`config.mk`:
```
export PLATFORM = sky130hd
export DESIGN_NAME = lsu_mem_arbiter
export DESIGN_NICKNAME = d
export VERILOG_FILES = /design/src/rtl/lsu_mem_arbiter.sv
export SDC_FILE = /design/constraint.sdc
export NUM_CORES = 1
export LEC_CHECK = 0
export BUFFER_PORTS_ARGS = -buffer_cell sky130_fd_sc_hd__buf_2
export CORE_MARGIN = 4
export CORE_UTILIZATION = 35
export DETAILED_ROUTE_END_ITERATION = 10
export GPL_TIMING_DRIVEN = 0
export SLEW_MARGIN = 30
export SYNTH_ARGS = -nofsm -noshare
export SYNTH_HDL_FRONTEND = slang
export SYNTH_SLANG_ARGS = --single-unit
```
`constraint.sdc`:
```
create_clock -name clk -period 5.5 [get_ports clk]
set_clock_uncertainty 0.2 [all_clocks]
set_input_delay 0.825 -clock clk [delete_from_list [all_inputs] [get_ports clk]]
set_output_delay 0.825 -clock clk [all_outputs]
set_load 0.005 [all_outputs]
```
`src/rtl/lsu_mem_arbiter.sv`:
```
// -----------------------------------------------------------------------------
// lsu_mem_arbiter
//
// Shares the single data-RAM port between the two LSU lanes of one VLIW
// bundle. A request from one lane is passed straight through to the RAM in
// the same cycle. When both lanes request in the same cycle, the accesses are
// serialised over two cycles. The block raises stall_req for one cycle, and
// it buffers the first lane's read data so that both lanes see correct
// writeback data.
//
// Optional feature: define LSU_ARB_PERF_EN to add the conflict_cnt output.
// This saturating counter counts the cycles on which both lanes contend.
//
// Ports:
//   clk, rst          clock, synchronous active-low reset
//   stall_in          stall from the hazard unit (other sources); holds the
//                     buffered read data while high
//   lN_rd_*           lane N read request: enable, address, size, zero-extend
//   lN_wr_*           lane N write request: enable, address, data, size
//   lN_rd_data        read data to lane N writeback
//   mem_*             single RAM port; mem_rd_data is valid 1 cycle after
//                     mem_rd_en
//   stall_req         arbiter stall request to the hazard unit
//   conflict_cnt      (LSU_ARB_PERF_EN only) number of contended cycles
//
// Handshake: the arbiter accepts a lane request in the cycle it is presented.
// If stall_req is high in that cycle, the arbiter has captured the losing
// request. The bundle must then stay put for exactly one more cycle, and the
// arbiter ignores the lane inputs in that cycle. There is no ready signal
// beyond stall_req.
// -----------------------------------------------------------------------------
module lsu_mem_arbiter #(
    parameter bit RR_INIT = 1'b0
) (
    input  logic        clk,
    input  logic        rst,
    input  logic        stall_in,
    input  logic        l0_rd_en,
    input  logic [31:0] l0_rd_addr,
    input  logic [1:0]  l0_rd_size,
    input  logic        l0_rd_zero_ext,
    input  logic        l0_wr_en,
    input  logic [31:0] l0_wr_addr,
    input  logic [31:0] l0_wr_data,
    input  logic [1:0]  l0_wr_size,
    input  logic        l1_rd_en,
    input  logic [31:0] l1_rd_addr,
    input  logic [1:0]  l1_rd_size,
    input  logic        l1_rd_zero_ext,
    input  logic        l1_wr_en,
    input  logic [31:0] l1_wr_addr,
    input  logic [31:0] l1_wr_data,
    input  logic [1:0]  l1_wr_size,
    output logic [31:0] l0_rd_data,
    output logic [31:0] l1_rd_data,
    output logic [31:0] mem_addr,
    output logic [31:0] mem_wr_data,
    output logic        mem_wr_en,
    output logic        mem_rd_en,
    output logic [1:0]  mem_size,
    output logic        mem_zero_ext,
    input  logic [31:0] mem_rd_data,
    output logic        stall_req
`ifdef LSU_ARB_PERF_EN
    ,
    output logic [31:0] conflict_cnt
`endif
);

    typedef struct packed {
        logic        rd;
        logic        wr;
        logic [31:0] addr;
        logic [31:0] data;
        logic [1:0]  size;
        logic        zext;
    } req_t;

    typedef enum logic {
        IDLE   = 1'b0,
        SECOND = 1'b1
    } state_t;

    // If rd_en and wr_en are both high, the read is taken and the write is dropped.
    function automatic req_t decode_req(
        input logic        rd_en,
        input logic [31:0] rd_addr,
        input logic [1:0]  rd_size,
        input logic        rd_zero_ext,
        input logic        wr_en,
        input logic [31:0] wr_addr,
        input logic [31:0] wr_data,
        input logic [1:0]  wr_size
    );
        req_t r;
        r = '0;
        if (rd_en) begin
            r.rd   = 1'b1;
            r.addr = rd_addr;
            r.size = rd_size;
            r.zext = rd_zero_ext;
        end else if (wr_en) begin
            r.wr   = 1'b1;
            r.addr = wr_addr;
            r.data = wr_data;
            r.size = wr_size;
        end
        return r;
    endfunction

    state_t      state;
    state_t      next_state;
    req_t        req0;
    req_t        req1;
    req_t        pend;
    req_t        sel;
    logic        any0;
    logic        any1;
    logic        arb_cycle;
    logic        mixed;
    logic        win;
    logic        ptr;
    logic        win_id;
    logic        win_rd;
    logic [1:0]  hold_valid;
    logic [31:0] hold_data;

    assign req0 = decode_req(l0_rd_en, l0_rd_addr, l0_rd_size, l0_rd_zero_ext,
                             l0_wr_en, l0_wr_addr, l0_wr_data, l0_wr_size);
    assign req1 = decode_req(l1_rd_en, l1_rd_addr, l1_rd_size, l1_rd_zero_ext,
                             l1_wr_en, l1_wr_addr, l1_wr_data, l1_wr_size);

    assign any0      = req0.rd | req0.wr;
    assign any1      = req1.rd | req1.wr;
    assign arb_cycle = (state == IDLE) && any0 && any1;
    // Read/write mix: the read goes first so that it sees pre-bundle memory.
    assign mixed     = req0.rd ^ req1.rd;
    assign win       = mixed ? req1.rd : ptr;

    // State register
    always_ff @(posedge clk) begin
        if (!rst) begin
            state <= IDLE;
        end else begin
            state <= next_state;
        end
    end

    // Next-state logic: SECOND always lasts exactly one cycle
    always_comb begin
        next_state = IDLE;
        if (arb_cycle) begin
            next_state = SECOND;
        end
    end

    // Output logic
    always_comb begin
        sel = '0;
        if (state == SECOND) begin
            sel = pend;
        end else if (any0 && any1) begin
            sel = win ? req1 : req0;
        end else if (any0) begin
            sel = req0;
        end else if (any1) begin
            sel = req1;
        end
        if (!rst) begin
            sel = '0;
        end
        mem_addr     = sel.addr;
        mem_wr_data  = sel.data;
        mem_wr_en    = sel.wr;
        mem_rd_en    = sel.rd;
        mem_size     = sel.size;
        mem_zero_ext = sel.zext;
        stall_req    = rst && arb_cycle;
        l0_rd_data   = '0;
        l1_rd_data   = '0;
        if (rst) begin
            l0_rd_data = hold_valid[0] ? hold_data : mem_rd_data;
            l1_rd_data = hold_valid[1] ? hold_data : mem_rd_data;
        end
    end

    // Pending request, priority pointer and read-data buffer
    always_ff @(posedge clk) begin
        if (!rst) begin
            ptr        <= RR_INIT;
            pend       <= '0;
            win_id     <= 1'b0;
            win_rd     <= 1'b0;
            hold_valid <= 2'b00;
            hold_data  <= '0;
        end else begin
            if (arb_cycle) begin
                pend   <= win ? req0 : req1;
                win_id <= win;
                win_rd <= win ? req1.rd : req0.rd;
                if (!mixed) begin
                    ptr <= ~ptr;
                end
            end
            // The winner's read data returns during SECOND; it must survive
            // until the pipeline moves past an external stall.
            if ((state == SECOND) && win_rd) begin
                hold_data  <= mem_rd_data;
                hold_valid <= (stall_in ? hold_valid : 2'b00) |
                              (win_id ? 2'b10 : 2'b01);
            end else if (!stall_in) begin
                hold_valid <= 2'b00;
            end
        end
    end

`ifdef LSU_ARB_PERF_EN
    always_ff @(posedge clk) begin
        if (!rst) begin
            conflict_cnt <= '0;
        end else if (arb_cycle && (conflict_cnt != 32'hFFFF_FFFF)) begin
            conflict_cnt <= conflict_cnt + 32'd1;
        end
    end
`endif

endmodule

```
==> run metrics <==
VDD IR max=0.000190 V; largest family of logic cells by synthesized area=compound AO/OA/AOI/OAI gates; Synth Flop Type=dfxtp_1; Slew @ Worst Pin=0.731 ns; setup ws final=0.368 ns; XOR/XNOR share of the synthesized area=0.105%; multiplexer area fraction after synthesis=8.06%; die area=0.0264 sq mm; Syn Area/Cell=7.21 sq um; worst path arrival time=4.11 ns; Setup CP Type=in -> out; wire length per cell=20.2 um; Worst-Skew Late Latency=0.36 ns; synth-to-layout area growth=31.0%; status=finished, final reports clean; RD Place Congestion=0.926; Post-CTS Hold Buffers=0; Die H=162 um; clock transition at the registers of the reported paths=0.07 ns; CP cell instances=buf_2 -> buf_2 -> buf_1 -> inv_1 -> ha_1 -> nand2b_1 -> a21oi_2 -> buf_4 -> clkbuf_1 -> o21ai_0 -> a21oi_1 -> buf_2; CTS buffer count=9; worst min path class=reg -> reg; count of state elements after synthesis=107; crit path launch type=input port; I/O pin count=375; Critical Path RT=4.47 ns; Pwr Total=2.41 mW; initial antenna violation count=4; cts repair resizes=0; Final TNS setup=0 ns; Max Freq=0.195 GHz; Buf+Inv Stages, Crit Path=7; Power Dens Cells=221 mW/mm^2; starting density of the core=35.5%; die width=162 um; Crit path top cell by count=buf_2; CP peak stage delay=0.46 ns; Hold Slack=0.274 ns; DR DRC count=0; Max H-tree Level=3; CTS tree=yes; synthesized instance count=1,157; DP HPWL=29,100 um; ys async rst share=0%; CP top delay family=buffers and inverters; largest net degree at the start of global routing=18; GRT overflow=0; drt first pass iters=5; nets@finish=1,784; via density per instance=5.63; Final Hold Fails=0; gr usage total=26.8%; final max-slew violation count=0; DR vias=10.5k; LEAKAGE=4.75 nW; CTS root buffer=clkbuf_16; number of global-route vias before repair=10.0k; Post-Synth Adder-Cell Area=0.300%; Max Cap Viol=0; Max FO, Critical Path=10; Simple-Gate Fraction of Synth Area=22.4%; distinct cell type count after synthesis=35; clock buffer depth=2; syn_nets=1,400; Synth warnings=0; Placement Setup Slack=0.412 ns; RSZ-0062 raised after global routing=no; Seq/Total Area, Yosys=25.7%; Period minus WS final=5.13 ns; FP Rows=56; final WL=37,800 um; Final Cycle Share=93.3%; first-pass GRT wire length=56,200 um; Compound-Gate Fraction of Synth Area=36.5%; CTS sink cnt=107; slowest CP cell=a21oi_2; Rel. slew slack=51.3%; fraction of layout instances using a drive strength above 1=27.2%; Setup Buffers After CTS=0; antenna-violating nets left=0; critical path endpoint category=output pin; Post-Synthesis Cell Area=0.00834 sq mm; PortBufs=373; Iter 0 DRT Violations=1,062; Post-synth EDFFs=0; core area=0.0235 sq mm; Setup-failing EPs final=0
==> report_power, final <==
part / total, mW / internal [mW] / switching, mW
Clock: 0.704 / 0.380 / 0.324
Combinational: 0.843 / 0.329 / 0.514
Sequential: 0.867 / 0.835 / 0.0314
==> cell families after synthesis <==
kind of cell | count (synthesis)
muxes | 67
xor gates and xnor gates | 1
adders and majority gates | 2
buffers and inverters | 144
DFF | 107
and+or+nand+nor | 388
AOI/OAI and AO/OA | 448
==> cell usage after synthesis (34+ instances only) <==
master	n	share of area, %
nand2_1	114	5.1
a21oi_1	113	6.8
dfxtp_1	107	26
o21ai_0	103	6.2
clkbuf_1	94	4.2
nand3_1	86	5.2
nor2_1	71	3.2
a22o_1	68	7.1
nor2b_1	68	5.1
mux2i_1	66	7.9
o211a_1	36	4.3
o32ai_1	34	3.6
==> registers in the layout, indices dropped and copies added, names as in the netlist <==
name,count
hold_data,32
win_rd,1
hold_valid,2
pend,69
win_id,1
state,1
ptr,1
==> per-layer routing <==
layer	global-route usage, %	wire (um)
met5	0	12
met1	34.0	15200
met4	9.80	1220
met3	5.67	3370
met2	45.0	18000
==> worst register-to-register path, cell delays in order, from the launching register on <==
cell and delay [ns]:
dfxtp_1 0.37, nor3_4 0.42, buf_2 0.35, buf_1 0.48
o32ai_1 0.16
==> area by class of cell <==
| cell class | instances | area (sq um) |
|---|---|---|
| diodes | 3 | 7.51 |
| multi-input cells | 906 | 5620 |
| clock buffers | 11 | 253 |
| well taps | 319 | 399 |
| flip-flops and latches | 107 | 2140 |
| plain buffers | 139 | 559 |
| fillers | 2492 | 12500 |
| repair buffers | 373 | 1870 |
| inverters | 5 | 18.8 |
| clock inverters | 5 | 61.3 |
==> worst paths after layout <==
| path | slack [ns] | from | depth (start not counted) | to |
|---|---|---|---|---|
| worst max register to register | 3.40 | state | 4 | pend[63] |
| worst min-delay path | 0.27 | pend[62] | 2 | pend[62] |
| worst min register to register | 0.27 | pend[62] | 2 | pend[62] |
| worst max-delay path | 0.37 | l0_rd_en | 12 | mem_addr[15] |
==> metrics by stage <==
step | std cells | cell area (sq um) | utilization (%)
2_1_floorplan | 1157 | 8340 | -
3_3_place_gp | 1849 | 10600 | 45.2
3_5_place_dp | 1849 | 10600 | 45.2
4_1_cts | 1865 | 10900 | 46.5
5_1_grt | 1868 | 10900 | 46.5
6_report | 1868 | 10900 | 46.5
==> cell usage in the layout, fill, tap and decap left out, types with 18 or more instances in the layout <==
master	n
o311ai_0	18
o211ai_1	22
nand3_1	86
clkbuf_1	94
buf_2	400
nor2b_1	68
a21boi_0	32
mux2i_1	66
and2_1	21
a21oi_1	113
o32ai_1	34
o211a_1	36
a22o_1	68
nor2_1	71
o21ai_0	103
nand2_1	114
dfxtp_1	107
nand2b_1	18
Note: power is estimated with default switching activity, not from simulation.
